[src/rtl/sid_pkg.sv]
// SID register map, field widths and address helpers shared by the register bank.
package sid_pkg;

   localparam int unsigned SID_VOICE_STRIDE = 7;
   localparam int unsigned SID_NUM_VOICES   = 3;

   localparam int unsigned FREQ_W = 16;
   localparam int unsigned PW_W   = 12;
   localparam int unsigned FC_W   = 11;

   // Offsets within one voice's register block
   localparam logic [4:0] SID_OFS_FREQ_LO = 5'd0;
   localparam logic [4:0] SID_OFS_FREQ_HI = 5'd1;
   localparam logic [4:0] SID_OFS_PW_LO   = 5'd2;
   localparam logic [4:0] SID_OFS_PW_HI   = 5'd3;
   localparam logic [4:0] SID_OFS_CTRL    = 5'd4;
   localparam logic [4:0] SID_OFS_AD      = 5'd5;
   localparam logic [4:0] SID_OFS_SR      = 5'd6;

   // Absolute register addresses
   localparam logic [4:0] SID_V1_FREQ_LO = 5'h00;
   localparam logic [4:0] SID_V1_FREQ_HI = 5'h01;
   localparam logic [4:0] SID_V1_PW_LO   = 5'h02;
   localparam logic [4:0] SID_V1_PW_HI   = 5'h03;
   localparam logic [4:0] SID_V1_CTRL    = 5'h04;
   localparam logic [4:0] SID_V1_AD      = 5'h05;
   localparam logic [4:0] SID_V1_SR      = 5'h06;
   localparam logic [4:0] SID_V2_FREQ_LO = 5'h07;
   localparam logic [4:0] SID_V2_FREQ_HI = 5'h08;
   localparam logic [4:0] SID_V2_PW_LO   = 5'h09;
   localparam logic [4:0] SID_V2_PW_HI   = 5'h0A;
   localparam logic [4:0] SID_V2_CTRL    = 5'h0B;
   localparam logic [4:0] SID_V2_AD      = 5'h0C;
   localparam logic [4:0] SID_V2_SR      = 5'h0D;
   localparam logic [4:0] SID_V3_FREQ_LO = 5'h0E;
   localparam logic [4:0] SID_V3_FREQ_HI = 5'h0F;
   localparam logic [4:0] SID_V3_PW_LO   = 5'h10;
   localparam logic [4:0] SID_V3_PW_HI   = 5'h11;
   localparam logic [4:0] SID_V3_CTRL    = 5'h12;
   localparam logic [4:0] SID_V3_AD      = 5'h13;
   localparam logic [4:0] SID_V3_SR      = 5'h14;
   localparam logic [4:0] SID_FC_LO      = 5'h15;
   localparam logic [4:0] SID_FC_HI      = 5'h16;
   localparam logic [4:0] SID_RES_FILT   = 5'h17;
   localparam logic [4:0] SID_MODE_VOL   = 5'h18;
   localparam logic [4:0] SID_POTX       = 5'h19;
   localparam logic [4:0] SID_POTY       = 5'h1A;
   localparam logic [4:0] SID_OSC3       = 5'h1B;
   localparam logic [4:0] SID_ENV3       = 5'h1C;

   // First register address of voice v (0-based)
   function automatic logic [4:0] voice_base(input int unsigned v);
      return 5'(SID_VOICE_STRIDE * v);
   endfunction

endpackage

[src/rtl/sid_bus_latch_decay.sv]
// Data-bus latch: holds the last written byte and clears it after DECAY_TICKS
// clk_en ticks without a write, modelling charge leakage on the real part.
module sid_bus_latch_decay #(
   parameter int unsigned DECAY_TICKS = 8192,
   parameter int unsigned CW          = 14
) (
   input  logic       clk,
   input  logic       rst,
   input  logic       tick,
   input  logic       we,
   input  logic [7:0] wdata,
   output logic [7:0] latch_q
);

   localparam logic [CW-1:0] LAST = CW'(DECAY_TICKS - 1);

   logic [CW-1:0] cnt_q;

   // Write reloads latch and restarts the count; ticks age it until the saturating clear
   always_ff @(posedge clk or posedge rst) begin
      if (rst) begin
         latch_q <= '0;
         cnt_q   <= '0;
      end else if (we) begin
         latch_q <= wdata;
         cnt_q   <= '0;
      end else if (tick) begin
         if (cnt_q == LAST) begin
            latch_q <= '0;
         end else begin
            cnt_q <= cnt_q + 1'b1;
         end
      end
   end

endmodule

[src/rtl/sid_reg_bank.sv]
// SID write-only register file with read-back of OSC3/ENV3/POTX/POTY snapshots
// and the decaying bus latch for all other addresses.
module sid_reg_bank
   import sid_pkg::*;
#(
   parameter int unsigned AW          = 5,
   parameter int unsigned DECAY_TICKS = 8192,
   parameter int unsigned CW          = 14
) (
   input  logic                  clk,
   input  logic                  rst,
   input  logic [AW-1:0]         bus_addr,
   input  logic [7:0]            bus_wdata,
   input  logic                  bus_we,
   input  logic                  clk_en,
   output logic [7:0]            bus_rdata,
   output logic [3*FREQ_W-1:0]   freq,
   output logic [3*PW_W-1:0]     pw,
   output logic [23:0]           ctrl,
   output logic [23:0]           ad,
   output logic [23:0]           sr,
   output logic [2:0]            ctrl_wr,
   output logic [FC_W-1:0]       fc,
   output logic [7:0]            res_filt,
   output logic [7:0]            mode_vol,
   input  logic [7:0]            osc3_in,
   input  logic [7:0]            env3_in,
   input  logic [7:0]            potx_in,
   input  logic [7:0]            poty_in
);

   logic [4:0] reg_addr;
   logic [7:0] latch_q;
   logic [7:0] osc3_q, env3_q, potx_q, poty_q;

   assign reg_addr = bus_addr[4:0];

   for (genvar v = 0; v < SID_NUM_VOICES; v++) begin : g_voice
      localparam logic [4:0] BASE = voice_base(v);

      logic [FREQ_W-1:0] freq_q;
      logic [PW_W-1:0]   pw_q;
      logic [7:0]        ctrl_q, ad_q, sr_q;
      logic              ctrl_wr_q;

      // Per-voice register writes and the ctrl-written strobe
      always_ff @(posedge clk or posedge rst) begin
         if (rst) begin
            freq_q    <= '0;
            pw_q      <= '0;
            ctrl_q    <= '0;
            ad_q      <= '0;
            sr_q      <= '0;
            ctrl_wr_q <= 1'b0;
         end else begin
            ctrl_wr_q <= bus_we && (reg_addr == BASE + SID_OFS_CTRL);
            if (bus_we) begin
               case (reg_addr)
                  BASE + SID_OFS_FREQ_LO: freq_q[7:0]  <= bus_wdata;
                  BASE + SID_OFS_FREQ_HI: freq_q[15:8] <= bus_wdata;
                  BASE + SID_OFS_PW_LO:   pw_q[7:0]    <= bus_wdata;
                  BASE + SID_OFS_PW_HI:   pw_q[11:8]   <= bus_wdata[3:0];
                  BASE + SID_OFS_CTRL:    ctrl_q       <= bus_wdata;
                  BASE + SID_OFS_AD:      ad_q         <= bus_wdata;
                  BASE + SID_OFS_SR:      sr_q         <= bus_wdata;
                  default: ;
               endcase
            end
         end
      end

      assign freq[v*FREQ_W +: FREQ_W] = freq_q;
      assign pw[v*PW_W +: PW_W]       = pw_q;
      assign ctrl[v*8 +: 8]           = ctrl_q;
      assign ad[v*8 +: 8]             = ad_q;
      assign sr[v*8 +: 8]             = sr_q;
      assign ctrl_wr[v]               = ctrl_wr_q;
   end

   // Filter and volume register writes
   always_ff @(posedge clk or posedge rst) begin
      if (rst) begin
         fc       <= '0;
         res_filt <= '0;
         mode_vol <= '0;
      end else if (bus_we) begin
         case (reg_addr)
            SID_FC_LO:    fc[2:0]  <= bus_wdata[2:0];
            SID_FC_HI:    fc[10:3] <= bus_wdata;
            SID_RES_FILT: res_filt <= bus_wdata;
            SID_MODE_VOL: mode_vol <= bus_wdata;
            default: ;
         endcase
      end
   end

   // Read-only inputs sampled once per SID cycle so reads see a stable value
   always_ff @(posedge clk or posedge rst) begin
      if (rst) begin
         osc3_q <= '0;
         env3_q <= '0;
         potx_q <= '0;
         poty_q <= '0;
      end else if (clk_en) begin
         osc3_q <= osc3_in;
         env3_q <= env3_in;
         potx_q <= potx_in;
         poty_q <= poty_in;
      end
   end

   sid_bus_latch_decay #(
      .DECAY_TICKS (DECAY_TICKS),
      .CW          (CW)
   ) u_latch (
      .clk     (clk),
      .rst     (rst),
      .tick    (clk_en),
      .we      (bus_we),
      .wdata   (bus_wdata),
      .latch_q (latch_q)
   );

   // Registered read mux; the latch path bypasses a same-cycle write so the
   // written byte appears with the same one-clock latency as every other read
   always_ff @(posedge clk or posedge rst) begin
      if (rst) begin
         bus_rdata <= '0;
      end else begin
         case (reg_addr)
            SID_POTX: bus_rdata <= potx_q;
            SID_POTY: bus_rdata <= poty_q;
            SID_OSC3: bus_rdata <= osc3_q;
            SID_ENV3: bus_rdata <= env3_q;
            default:  bus_rdata <= bus_we ? bus_wdata : latch_q;
         endcase
      end
   end

endmodule
[config.mk]
export PLATFORM = sky130hd
export DESIGN_NAME = sid_reg_bank
export DESIGN_NICKNAME = d
export VERILOG_FILES = /design/src/rtl/sid_pkg.sv /design/src/rtl/sid_bus_latch_decay.sv /design/src/rtl/sid_reg_bank.sv
export SDC_FILE = /design/constraint.sdc
export NUM_CORES = 1
export LEC_CHECK = 0
export CORE_MARGIN = 2
export CORE_UTILIZATION = 50
export DETAILED_ROUTE_END_ITERATION = 7
export GPL_ROUTABILITY_DRIVEN = 1
export PLACE_DENSITY = 0.92
export RECOVER_POWER = 100
export SYNTH_ARGS = -nofsm -noshare
export SYNTH_HDL_FRONTEND = slang
export SYNTH_SLANG_ARGS = --single-unit
[constraint.sdc]
create_clock -name clk -period 9.9 [get_ports clk]
set_input_delay 1.485 -clock clk [delete_from_list [all_inputs] [get_ports clk]]
set_output_delay 1.485 -clock clk [all_outputs]
set_load 0.03 [all_outputs]
# Word level (Yosys, flattened, before mapping)
# Cells that the tools add are included.
[totals] word_cells=107 register_bits=248
[op_classes] eq_ne=30 add_sub_neg=1 n_mux=8 reduce_logical=33
[ops] op="equality test 5 bit (second input constant)" n=13
[ops] op="AND reduction 2 bit" n=27
[ops] op="two-way mux 14 bit" n=3
[ops] op="equality test 5 x 4 -> 1 bit (second input constant)" n=8
[ops] op="two-way mux 8 bit" n=4
[ops] op="one-hot mux 8 bit (4 select lines)" n=1
[ops] op="equality test 5 x 3 -> 1 bit (second input constant)" n=4
[ops] op="adder 14 x 1 -> 14 bit (second input constant)" n=1
[ops] op="equality test 14 x 13 -> 1 bit (second input constant)" n=1
[ops] op="equality test 5 x 2 -> 1 bit (second input constant)" n=2
[ops] op="equality test 5 x 1 -> 1 bit (second input constant)" n=1
[ops] op="zero test 5 bit" n=1
[ops] op="nonzero test 2 bit" n=2
[ops] op="logical AND 1 bit" n=3
[ops] op="inequality test 2 bit (second input constant)" n=1

# Logic depth before layout (Yosys ltp)
[logic_depth] depth_word=4 depth_mapped=6 depth_no_buf=5

# Hierarchy
# Synthesis repeated with hierarchy kept, for this count alone.
[hier_totals] cells_unflattened=692 area_unflattened_um2=10151.0
[modules_own_cells] mod="sid_reg_bank" seq_area_each_um2=5655.4 cells_per_inst=590 n_inst=1 area_per_inst_um2=9057.4
[modules_own_cells] mod="sid_bus_latch_decay" seq_area_each_um2=550.5 cells_per_inst=102 n_inst=1 area_per_inst_um2=1093.5

# Least setup slack after synthesis
# No wires, ideal clock.
[synth_path] path_type="in2reg" startpoint="in bus_we" endpoint="reg g_voice[1].ad_q[0]" path_buffers=2 t_required_ps=9775 cell_stages=5 setup_slack_ps=7151 arrival_ps=2625 cell_sequence="buf_4 > nand2b_1 > buf_2 > nor4_4 > mux2_2"
[synth_between] elab_chain_len=1
[synth_lines] element="start, declared" line="sid_reg_bank.sv:14" source="input logic bus_we,"
[synth_lines] element="AND reduction 2 bit (no source line)"
[synth_lines] element="end signal, assigned" line="sid_reg_bank.sv:64" source="BASE + SID_OFS_AD: ad_q <= bus_wdata;"
[synth_lines] element="end, declared" line="sid_reg_bank.sv:43" source="logic [7:0] ctrl_q, ad_q, sr_q;"
# Every way passes these cells.
# A chain may end at the register's enable or synchronous reset.

# Worst setup path in the final report
[layout_path] startpoint="in bus_we" endpoint="reg mode_vol[0]"
[layout_between] elab_chain_len=1
[layout_lines] element="AND reduction 2 bit (no source line)"
[layout_lines] element="end signal, assigned" line="sid_reg_bank.sv:91" source="SID_MODE_VOL: mode_vol <= bus_wdata;"
[layout_lines] element="end, declared" line="sid_reg_bank.sv:25" source="output logic [7:0] mode_vol,"
# Every way passes these cells.

==> impl_metrics.prom <==
# TYPE chip_impl_metric gauge
chip_impl_info{name="violations",value="capacitance limit, slew limit"} 1
chip_impl_info{name="ordered_list_of_cells_on_the_worst_path",value="dlygate4sd3_1 -> clkbuf_1 -> nand2_1 -> nor4_1 -> mux2_2"} 1
chip_impl_metric{name="fin_skew",unit="ns"} 0.00816
chip_impl_metric{name="area_of_the_die",unit="um2"} 21200
chip_impl_metric{name="buffer_ports.inserted",unit=""} 242
chip_impl_info{name="cts_tree",value="yes"} 1
chip_impl_info{name="grt_setup_unrepaired",value="no"} 1
chip_impl_metric{name="cts_sinks",unit=""} 248
chip_impl_metric{name="synth.top_cell.area_share",unit="%"} 61.9
chip_impl_metric{name="clock_tree.htree_level_count",unit=""} 1
chip_impl_metric{name="dr_total_vias",unit=""} 6573
chip_impl_metric{name="worstPathArrival",unit="ns"} 5.73
chip_impl_metric{name="clockBufferDepth",unit=""} 3
chip_impl_metric{name="post_cts_hold_buffer_count",unit=""} 0
chip_impl_metric{name="reg2reg_depth",unit=""} 5
chip_impl_info{name="r2r_start",value="u_latch.cnt_q[0]"} 1
chip_impl_info{name="setup.worst_path.start_class",value="input port"} 1
chip_impl_metric{name="power_density",unit="nW/um2"} 230
chip_impl_metric{name="fraction_of_power_consumed_by_the_clock_network",unit="%"} 31.8
chip_impl_metric{name="synth.yosys.warnings",unit=""} 0
chip_impl_metric{name="rows",unit=""} 51
chip_impl_info{name="critPathKind",value="in -> reg"} 1
chip_impl_metric{name="design.core.area",unit="um2"} 19600
chip_impl_metric{name="synth_nets",unit=""} 713
chip_impl_metric{name="timing.final.hold_violations",unit=""} 0
chip_impl_metric{name="grt_pass1_wl",unit="um"} 40900
chip_impl_metric{name="antenna-diode-count",unit=""} 0
chip_impl_metric{name="cts_inserted_buffers",unit=""} 26
chip_impl_metric{name="place_hpwl",unit="um"} 16900
chip_impl_metric{name="dp_cells",unit=""} 1142
chip_impl_metric{name="antenna_found_initial",unit=""} 1
chip_impl_metric{name="max_cap_violations",unit=""} 6
chip_impl_metric{name="start_util",unit="%"} 51.2
chip_impl_info{name="endpoint_of_the_worst_slack_reg_to_reg_timing_path",value="u_latch.cnt_q[1]"} 1
chip_impl_metric{name="avgViaCountPerCell",unit=""} 5.53
chip_impl_metric{name="relSlewSlack",unit="%"} -166
chip_impl_metric{name="gp_congestion",unit=""} 0.796
chip_impl_info{name="timing.critical_path.max_delay_family",value="simple AND/OR/NAND/NOR gates"} 1
chip_impl_metric{name="p_sw",unit="W"} 0.000964
chip_impl_info{name="leading_cell_types_in_the_layout_fill_and_taps_excluded",value="sky130_fd_sc_hd__dfrtp_1, sky130_fd_sc_hd__mux2_2, sky130_fd_sc_hd__dlygate4sd3_1"} 1
chip_impl_metric{name="design.final.nets",unit=""} 955
chip_impl_metric{name="die_w",unit="um"} 146
chip_impl_metric{name="cell_area_after_technology_mapping",unit="um2"} 10000
chip_impl_metric{name="synth_enable_flop_cells",unit=""} 0
chip_impl_metric{name="transition_time_at_the_pin_with_the_least_slew_margin",unit="ns"} 3.97
chip_impl_info{name="final_common_cell",value="sky130_fd_sc_hd__dfrtp_1"} 1
chip_impl_metric{name="worstSkewPairLatency",unit="ns"} 0.51
chip_impl_metric{name="power.sequential.fraction",unit="%"} 41.2
chip_impl_metric{name="wire_per_inst",unit="um"} 21.8
chip_impl_info{name="timing.hold.worst.class",value="reg -> reg"} 1
chip_impl_metric{name="achievable-frequency",unit="MHz"} 188
chip_impl_metric{name="power.switching_fraction",unit="%"} 31.4
chip_impl_metric{name="timing_max_transition_violations_final",unit=""} 194
chip_impl_info{name="synth_top_cells_by_area",value="sky130_fd_sc_hd__dfrtp_1, sky130_fd_sc_hd__mux2_2, sky130_fd_sc_hd__a22oi_1"} 1
chip_impl_info{name="clk_root_buffer_cell",value="sky130_fd_sc_hd__clkbuf_16"} 1
chip_impl_metric{name="clkSlewWorstSetupHoldPaths",unit="ns"} 0.06
chip_impl_metric{name="overall_die_height",unit="um"} 146
chip_impl_info{name="netlist.top_cell.by_area",value="sky130_fd_sc_hd__dfrtp_1"} 1
chip_impl_metric{name="worst_hold_path.num_cells",unit=""} 1
chip_impl_metric{name="syn_avg_cell_area",unit="um2"} 15.1
chip_impl_info{name="timing.critical_path.to_type",value="register"} 1
chip_impl_metric{name="timing.reg2reg.setup_slack",unit="ns"} 7.66
chip_impl_metric{name="drtAntennaViolNets",unit=""} 0
chip_impl_metric{name="synth_sequential_area_ratio",unit="%"} 61.9
chip_impl_info{name="outcome",value="finished with violations"} 1
chip_impl_metric{name="area_delta_synth_final",unit="%"} 33.4
chip_impl_metric{name="worst-endpoint-required",unit="ns"} 10.32
chip_impl_metric{name="post_cts_resize_count",unit=""} 0
chip_impl_info{name="critical-path-slowest-cell",value="sky130_fd_sc_hd__nor4_1"} 1
chip_impl_metric{name="static-leakage-power",unit="nW"} 6.19
chip_impl_info{name="timing.hold.worst_endpoint",value="res_filt[2]"} 1
chip_impl_metric{name="drcViolationCount",unit=""} 0
chip_impl_metric{name="synth_seq_cells",unit=""} 248
chip_impl_metric{name="totalWireLength",unit="um"} 26000
chip_impl_metric{name="yosysUniqueCellTypes",unit=""} 49
chip_impl_metric{name="via_count_of_the_first_global_routing_pass",unit=""} 7035
chip_impl_metric{name="finalSetupViolations",unit=""} 0
chip_impl_metric{name="worst-path-buf-inv",unit=""} 2
chip_impl_metric{name="max_stage_delay",unit="ns"} 1.67
chip_impl_metric{name="pint",unit="W"} 0.00211
chip_impl_metric{name="final_cell_count_no_fill",unit=""} 1188
chip_impl_metric{name="power_frac_comb",unit="%"} 27.0
chip_impl_metric{name="groute.usage.overall",unit="%"} 24.4
chip_impl_metric{name="post_cts.repair.setup_buffers",unit=""} 0
chip_impl_metric{name="grt_max_degree",unit=""} 93
chip_impl_metric{name="synth-async-reset-ratio",unit="%"} 100
chip_impl_metric{name="period_share",unit="%"} 53.7
chip_impl_metric{name="detailedRoute.firstPassIterationCount",unit=""} 4
chip_impl_info{name="holdCritStartpoint",value="res_filt[2]"} 1
chip_impl_metric{name="worst-path-max-fanout",unit=""} 36
chip_impl_metric{name="overall_overflow_remaining_after_global_route",unit=""} 0
chip_impl_metric{name="design.portCount",unit=""} 243
chip_impl_metric{name="drive_gt1_share",unit="%"} 28.1
chip_impl_metric{name="largest_voltage_drop_on_the_vdd_net",unit="mV"} 0.169
chip_impl_metric{name="drt_iter0_markers",unit=""} 426
chip_impl_metric{name="synthCells",unit=""} 663
chip_impl_info{name="synthFlopType",value="sky130_fd_sc_hd__dfrtp_1"} 1
chip_impl_metric{name="fin_tns_setup",unit="ns"} 0
chip_impl_metric{name="final_period_minus_worst_setup_slack",unit="ns"} 5.31
registers in the layout (all words and copies together) (netlist names):
register / flops
bus_rdata: 8
env3_q: 8
fc: 11
g_voice.ad_q: 24
g_voice.ctrl_q: 24
g_voice.ctrl_wr_q: 3
g_voice.freq_q: 48
g_voice.pw_q: 36
g_voice.sr_q: 24
mode_vol: 8
osc3_q: 8
potx_q: 8
poty_q: 8
res_filt: 8
u_latch.cnt_q: 14
u_latch.latch_q: 8
per-layer routing:
metal / vias up / GRT usage [%] / routed length, um
li1: 2878 / - / -
met1: 3404 / 30.8 / 10400
met2: 238 / 41.4 / 12800
met3: 51 / 7.46 / 2000
met4: 2 / 6.42 / 675
met5: - / 0 / 13
cell families after synthesis:
family,share of synthesized area (%)
buf+inv,2.00
mux,25.2
flops,61.9
compound gates,3.96
simple gates,6.38
xor+xnor,0.437
fa+ha+maj,0.125
through the flow:
step	util, %	hold slack [ns]	setup WS [ns]	cell area (um2)	total power, W
6_report	68.2	0.497	4.59	13400	0.00307
2_1_floorplan	-	0.462	1.60	10000	0.00177
4_1_cts	69.1	0.499	6.56	13500	0.00316
5_1_grt	68.2	0.508	4.19	13400	0.00318
3_5_place_dp	64.7	0.484	6.00	12700	0.00218
3_3_place_gp	64.7	0.478	6.01	12700	0.00215
power by group through the flow:
stage	Combinational, W	Sequential (W)	Clock (W)
floorplan	0.000191	0.00158	0
global placement	0.000879	0.00128	0
detailed placement	0.000893	0.00129	0
CTS	0.000898	0.00127	0.000994
global route	0.000866	0.00128	0.00103
finish	0.000829	0.00126	0.000977
cell usage after synthesis (all sizes together), types with 6 or more instances:
| cell type | number |
|---|---|
| nor2b | 6 |
| nor2 | 21 |
| nor3 | 10 |
| nand2 | 20 |
| dfrtp | 248 |
| mux2i | 9 |
| nand2b | 6 |
| nor4 | 6 |
| o211ai | 8 |
| mux2 | 216 |
| a22o | 8 |
| buf | 16 |
| clkbuf | 22 |
| a22oi | 16 |
layout make-up:
cell class | count | area [um2]
fill | 1373 | 6220
sequential | 248 | 6210
multi-input combinational | 372 | 3450
timing repair buffer | 252 | 2490
clock buffer | 40 | 773
tap | 265 | 332
clock inverter | 6 | 95.1
inverter | 5 | 20.0
how the worst max path moves through the flow:
stage / start / to / slack [ns] / cells after the start
after detailed placement: bus_addr[3] / res_filt[4] / 6.00 / 5
after floorplan: rst / bus_rdata[0] / 1.60 / 1
final: bus_we / mode_vol[0] / 4.59 / 5
after global routing: rst / env3_q[3] / 4.19 / 3
after CTS: bus_addr[3] / fc[7] / 6.56 / 5
after global placement: bus_addr[3] / res_filt[4] / 6.01 / 5
Note: power is estimated with default switching activity, not from simulation.
